==> src/rtl/swd_rot_ise.sv <==
// swd_rot_ise: shift/rotate ISE unit for the 8-bit core.
//
// Holds an NBYTES-wide word that the core loads two bytes per ISE instruction,
// applies rotate-left/right or logical shift-left/right by a variable amount,
// then hands the result back one byte per instruction, MSB first. Carry and
// zero flags from the operation are merged into the status register while the
// result is being unloaded.
//
// Ports:
//   clk      in   clock
//   rst      in   synchronous active-high reset
//   start    in   ISE instruction strobe
//   a        in   load: low byte of pair; shift: amount (low SHW bits)
//   b        in   load: high byte of pair; shift: mode (low 2 bits)
//   sr       in   core status register
//   sr_out   out  status register back to the core (flags merged in UNLOAD)
//   result   out  registered result byte
//   wait_req out  stall request (shift-start cycle and execute cycle)
module swd_rot_ise #(
   parameter int unsigned NBYTES = 4,
   parameter int unsigned C_BIT  = 0,
   parameter int unsigned Z_BIT  = 1
) (
   input  logic       clk,
   input  logic       rst,
   input  logic       start,
   input  logic [7:0] a,
   input  logic [7:0] b,
   input  logic [7:0] sr,
   output logic [7:0] sr_out,
   output logic [7:0] result,
   output logic       wait_req
);

   localparam int unsigned W     = 8 * NBYTES;
   localparam int unsigned SHW   = $clog2(W);
   localparam int unsigned NPAIR = NBYTES / 2;
   localparam int unsigned PIW   = (NPAIR > 1) ? $clog2(NPAIR) : 1;
   localparam int unsigned BIW   = $clog2(NBYTES);

   localparam logic [PIW-1:0] LAST_PAIR = PIW'(NPAIR - 1);
   localparam logic [BIW-1:0] LAST_BYTE = BIW'(NBYTES - 1);
   localparam logic [BIW-1:0] BYTE_ONE  = BIW'(1);
   localparam logic [SHW-1:0] AMT_ONE   = SHW'(1);

   typedef enum logic [1:0] {StLoad, StShift, StExec, StUnload} state_t;

   state_t         r_state;
   state_t         w_state_nxt;
   logic [W-1:0]   r_word;
   logic [SHW-1:0] r_amt;
   logic [1:0]     r_mode;
   logic [PIW-1:0] r_pair_idx;
   logic [BIW-1:0] r_byte_idx;
   logic [7:0]     r_result;
   logic           r_c;
   logic           r_z;

   logic [2*W-1:0] w_dbl_l;
   logic [2*W-1:0] w_dbl_r;
   logic [W-1:0]   w_new;
   logic           w_carry;
   logic [SHW-1:0] w_neg_amt;
   logic [BIW-1:0] w_prev_idx;
   logic [7:0]     w_prev_byte;

   // ---------------------------------------------------------------------------
   // FSM
   // ---------------------------------------------------------------------------
   always_ff @(posedge clk) begin
      if (rst) begin
         r_state <= StLoad;
      end else begin
         r_state <= w_state_nxt;
      end
   end

   always_comb begin
      w_state_nxt = r_state;
      wait_req    = 1'b0;
      case (r_state)
         StLoad: begin
            if (start && (r_pair_idx == LAST_PAIR)) begin
               w_state_nxt = StShift;
            end
         end
         StShift: begin
            if (start) begin
               wait_req    = 1'b1;
               w_state_nxt = StExec;
            end
         end
         StExec: begin
            wait_req    = 1'b1;
            w_state_nxt = StUnload;
         end
         StUnload: begin
            if (start && (r_byte_idx == '0)) begin
               w_state_nxt = StLoad;
            end
         end
         default: w_state_nxt = StLoad;
      endcase
   end

   // ---------------------------------------------------------------------------
   // Shifter: rotates come from the word concatenated with itself
   // ---------------------------------------------------------------------------
   assign w_dbl_l   = {r_word, r_word} << r_amt;
   assign w_dbl_r   = {r_word, r_word} >> r_amt;
   // W - amt reduced to SHW bits; only used when amt != 0
   assign w_neg_amt = '0 - r_amt;

   always_comb begin
      w_new   = r_word;
      w_carry = 1'b0;
      case (r_mode)
         2'b00:   w_new = w_dbl_l[2*W-1:W];
         2'b01:   w_new = w_dbl_r[W-1:0];
         2'b10:   w_new = r_word << r_amt;
         default: w_new = r_word >> r_amt;
      endcase
      if (r_amt != '0) begin
         case (r_mode)
            2'b00:   w_carry = w_new[0];
            2'b01:   w_carry = w_new[W-1];
            2'b10:   w_carry = r_word[w_neg_amt];
            default: w_carry = r_word[r_amt - AMT_ONE];
         endcase
      end
   end

   // Next byte to present while unloading
   assign w_prev_idx = r_byte_idx - BYTE_ONE;

   always_comb begin
      w_prev_byte = 8'h00;
      for (int unsigned i = 0; i < NBYTES; i++) begin
         if (w_prev_idx == BIW'(i)) begin
            w_prev_byte = r_word[8*i +: 8];
         end
      end
   end

   // ---------------------------------------------------------------------------
   // Datapath registers
   // ---------------------------------------------------------------------------
   always_ff @(posedge clk) begin
      if (rst) begin
         r_word     <= '0;
         r_amt      <= '0;
         r_mode     <= '0;
         r_pair_idx <= '0;
         r_byte_idx <= LAST_BYTE;
         r_result   <= '0;
         r_c        <= 1'b0;
         r_z        <= 1'b0;
      end else begin
         case (r_state)
            StLoad: begin
               if (start) begin
                  for (int unsigned p = 0; p < NPAIR; p++) begin
                     if (r_pair_idx == PIW'(p)) begin
                        r_word[16*p +: 16] <= {b, a};
                     end
                  end
                  if (r_pair_idx == LAST_PAIR) begin
                     r_pair_idx <= '0;
                  end else begin
                     r_pair_idx <= r_pair_idx + PIW'(1);
                  end
               end
            end
            StShift: begin
               if (start) begin
                  r_amt  <= a[SHW-1:0];
                  r_mode <= b[1:0];
               end
            end
            StExec: begin
               r_word     <= w_new;
               r_result   <= w_new[W-1:W-8];
               r_c        <= w_carry;
               r_z        <= (w_new == '0);
               r_byte_idx <= LAST_BYTE;
            end
            StUnload: begin
               // With byte_idx = 0 the last start just returns to LOAD
               if (start && (r_byte_idx != '0)) begin
                  r_result   <= w_prev_byte;
                  r_byte_idx <= w_prev_idx;
               end
            end
            default: ;
         endcase
      end
   end

   // ---------------------------------------------------------------------------
   // Outputs
   // ---------------------------------------------------------------------------
   assign result = r_result;

   always_comb begin
      sr_out = sr;
      if (r_state == StUnload) begin
         sr_out[C_BIT] = r_c;
         sr_out[Z_BIT] = r_z;
      end
   end

endmodule

==> config.mk <==
export PLATFORM = sky130hd
export DESIGN_NAME = swd_rot_ise
export DESIGN_NICKNAME = d
export VERILOG_FILES = /design/src/rtl/swd_rot_ise.sv
export SDC_FILE = /design/constraint.sdc
export NUM_CORES = 1
export LEC_CHECK = 0
export ABC_CLOCK_PERIOD_IN_PS = 3600
export BUFFER_PORTS_ARGS = -buffer_cell sky130_fd_sc_hd__clkbuf_2
export CAP_MARGIN = 10
export CORE_MARGIN = 2
export CORE_UTILIZATION = 35
export DETAILED_ROUTE_END_ITERATION = 8
export PLACE_DENSITY = 0.61
export SKIP_CTS_REPAIR_TIMING = 1
export SYNTH_ARGS = -nofsm -noshare
export SYNTH_HDL_FRONTEND = slang
export SYNTH_SLANG_ARGS = --single-unit
==> constraint.sdc <==
create_clock -name clk -period 3.6 [get_ports clk]
set_input_delay 0 -clock clk [delete_from_list [all_inputs] [get_ports clk]]
set_output_delay 0 -clock clk [all_outputs]
set_load 0.01 [all_outputs]
==> results_dict.tcl <==
set metrics [dict create \
    power_leakage_nw 3.50 \
    p_switching_mw 3.08 \
    grtUsageTotal_pct 32.2 \
    crit_arrival_ns 3.94 \
    cellPowerDensity_mw_per_mm2 562 \
    grt_pass1_vias 10000 \
    synth_edf_count 0 \
    combPwrFrac_pct 69.2 \
    avgSynthCellArea_um2 8.11 \
    die_h_um 166 \
    async_flop_share_pct 0 \
    final_nets 1177 \
    dpl_cell_area_mm2 0.00989 \
    initial_utilization_pct 35.4 \
    cpLargestDelayFamily "compound AO/OA/AOI/OAI gates" \
    ys_ff_latch 54 \
    r2r_end "r_z$_SDFFE_PP0P_" \
    firstDrtPassIters 8 \
    min_to "sr_out[4]" \
    cts-htree-levels 2 \
    place_congestion 1.14 \
    timing.final.setup_violations 1 \
    root_buffer "clkbuf_16" \
    netSwitchingFraction_pct 54.1 \
    ys_seq_area_share_pct 11.8 \
    hp-start "sr[4]" \
    die_x_um 166 \
    reg2reg_depth 7 \
    p_int_mw 2.62 \
    setup_ws_ns -0.147 \
    worstSkewPairLatency_ns 0.30 \
    crit_buf_inv 0 \
    via_per_inst 7.21 \
    finalClockSkew_ns 0.00651 \
    start_kind "flip-flop" \
    vias 10600 \
    p_seq_share_pct 21.1 \
    route.detailed.drc 0 \
    drive_above_1_share_pct 26.5 \
    syn_area_mm2 0.00918 \
    period_needed_ns 3.75 \
    cts_buffers 5 \
    layout_common_cells "nor2_1 (136), nand2_1 (121), buf_4 (100)" \
    rrSetupSlack_ns -0.15 \
    cts_sinks 54 \
    area_delta_synth_final_pct 10.4 \
    layout_commonest_cell "nor2_1" \
    fin_util_pct 39.1 \
    dr.first_iter.drc_count 1750 \
    max-vdd-ir-drop_uv 520 \
    fin_crit_sh_pct 104 \
    grt_max_degree 59 \
    synth.distinct_cells 84 \
    tritoncts "built" \
    antenna_left 0 \
    tightest_slew_ns 1.43 \
    ys_warn_count 0 \
    io_buffers 31 \
    hold_violations 0 \
    syn_nets 1169 \
    cts_buffer_depth 2 \
    grt_first_pass_wirelength_mm 67.1 \
    rr_startpoint "r_word[29]$_SDFFE_PP0P_" \
    synthCells 1132 \
    final-max-slew-violation-count 0 \
    violations "setup timing" \
    post_drt_wl_per_cell_um 31.2 \
    power.total_mw 5.70 \
    critPathKind "flip-flop to flip-flop" \
    power_frac_clock_pct 9.7 \
    die-area_mm2 0.0275 \
    place_hpwl_mm 34.1 \
    fmax_mhz 267 \
    antenna_found_initial 1 \
    maxCapViolations 0 \
    crit_required_ns 3.79 \
    hold_class "input pin to output port" \
    design_area_mm2 0.0101 \
    totalWireLength_mm 46.1 \
    crit_fanout 15 \
    rsz0062_at_grt "false" \
    cpPeakStageDelay_ns 1.16 \
    clk_pin_slew_ns 0.07 \
    cp_slowest_cell "o311ai_0" \
    maxSlewHeadroom_pct 3.17 \
    coreArea_mm2 0.0259 \
    ioPinCount 44 \
    fillCellCount 2603 \
    crit_path_end_kind "flip-flop" \
    status "finished, violations left" \
    grt-ovfl-total 0 \
    min_path_cells 0 \
    cp_cell_sequence "mux4_2, mux2_2, mux2i_1, o311ai_0, nor4_1, and4_1, a32o_1" \
    pre_cts_ws_ns 0.229 \
    synthFlopType "dfxtp_1" \
    rows 59 \
]
## metrics by stage
stage | hold slack [ns] | std cells | TNS [ns]
floorplan | 0.0918 | 1132 | 0
global placement | 0.0000686 | 1462 | 0
detailed placement | 0.0000686 | 1462 | 0
CTS | -0.0603 | 1470 | 0
global route | 0.0000140 | 1476 | 0
finish | 0.00000327 | 1477 | -0.147
## cell type report
cell class	count	area [µm²]	share of cell area [%]
Antenna cell	1	2.50	0.0247
Clock buffer	5	125	1.23
Clock inverter	3	40.0	0.395
Inverter	20	75.1	0.740
Multi-Input combinational cell	918	7320	72.2
Sequential cell	54	1100	10.8
Tap cell	335	419	4.13
Timing Repair Buffer	141	1060	10.5
## power groups by stage
stage               Combinational (mW)  Sequential, mW  Clock (mW)
detailed placement                3.71            1.15           0
floorplan                         2.55           0.809           0
finish                            3.94            1.20       0.550
global placement                  3.73            1.16           0
global route                      4.08            1.17       0.583
CTS                               3.73            1.14       0.560
## worst reg2reg max path: stages, from the launching register on
cell and delay (ns):
dfxtp_1 1.10, mux4_2 0.48, mux2_2 0.22, mux2i_1 0.11
o311ai_0 1.16, nor4_1 0.06, and4_1 0.28, a32o_1 0.22
## logic make-up after synthesis
group | after synthesis | synth area share (%)
adders and majority gates | 10 | 1.36
AOI/OAI and AO/OA | 318 | 23.6
xor gates and xnor gates | 4 | 0.382
DFF | 54 | 11.8
and+or+nand+nor | 374 | 18.4
buffers and inverters | 160 | 8.57
muxes | 212 | 36.0
## flip-flops by register name (all words and copies together) (netlist names)
signal and flops:
r_byte_idx 2, r_pair_idx 1, r_amt 5, r_z 1, r_word 32, r_state 2
r_mode 2, result 8, r_c 1
## cells in the mapped netlist (4+ instances only)
library cell,count,area share (%)
buf_4,16,1.3
dfxtp_1,54,12
buf_1,15,0.61
o211a_1,4,0.44
nand2_1,121,4.9
a32oi_1,4,0.38
a31oi_1,6,0.41
and2_1,9,0.61
ha_1,10,1.4
nand4_1,4,0.27
nand2b_1,9,0.61
a22oi_1,19,1.6
nand3_1,25,1.4
or2_2,6,0.41
mux2i_1,74,8.1
nor3_1,26,1.4
a21oi_1,83,4.5
o221ai_1,5,0.48
inv_1,16,0.65
o2bb2ai_1,4,0.38
a221oi_1,6,0.57
nor4_1,5,0.34
a21o_1,5,0.41
a211oi_1,42,3.4
o32ai_1,5,0.48
or3_1,4,0.27
buf_6,8,0.98
nor2_1,136,5.6
o22ai_1,30,2.0
nor2b_1,9,0.61
clkbuf_1,76,3.1
a311oi_1,4,0.38
mux2_2,46,5.6
o21ai_0,33,1.8
and3_1,4,0.27
a2bb2oi_1,4,0.38
o211ai_1,23,1.9
buf_2,22,1.2
mux4_2,85,21
## routing by layer
| layer | wire length [µm] | vias up | track usage [%] |
|---|---|---|---|
| li1 | - | 4336 | - |
| met5 | 0 | - | 0 |
| met3 | 7200 | 247 | 10.1 |
| met4 | 3540 | 0 | 18.4 |
| met2 | 18800 | 990 | 46.9 |
| met1 | 16600 | 5069 | 42.2 |
## how the worst max path moves through the flow
stage                            startpoint          endpoint  slack, ns  depth (start not counted)
CTS                   r_amt[1]$_SDFFE_PP0P_  r_z$_SDFFE_PP0P_       0.18                         11
global route        r_word[29]$_SDFFE_PP0P_  r_z$_SDFFE_PP0P_       0.03                          7
finish              r_word[29]$_SDFFE_PP0P_  r_z$_SDFFE_PP0P_      -0.15                          7
floorplan             r_amt[0]$_SDFFE_PP0P_  r_c$_SDFFE_PP0P_      0.008                         15
global placement    r_word[29]$_SDFFE_PP0P_  r_z$_SDFFE_PP0P_       0.26                          7
detailed placement    r_amt[1]$_SDFFE_PP0P_  r_z$_SDFFE_PP0P_       0.23                         11
No activity file was read; power rests on OpenSTA's default activity.
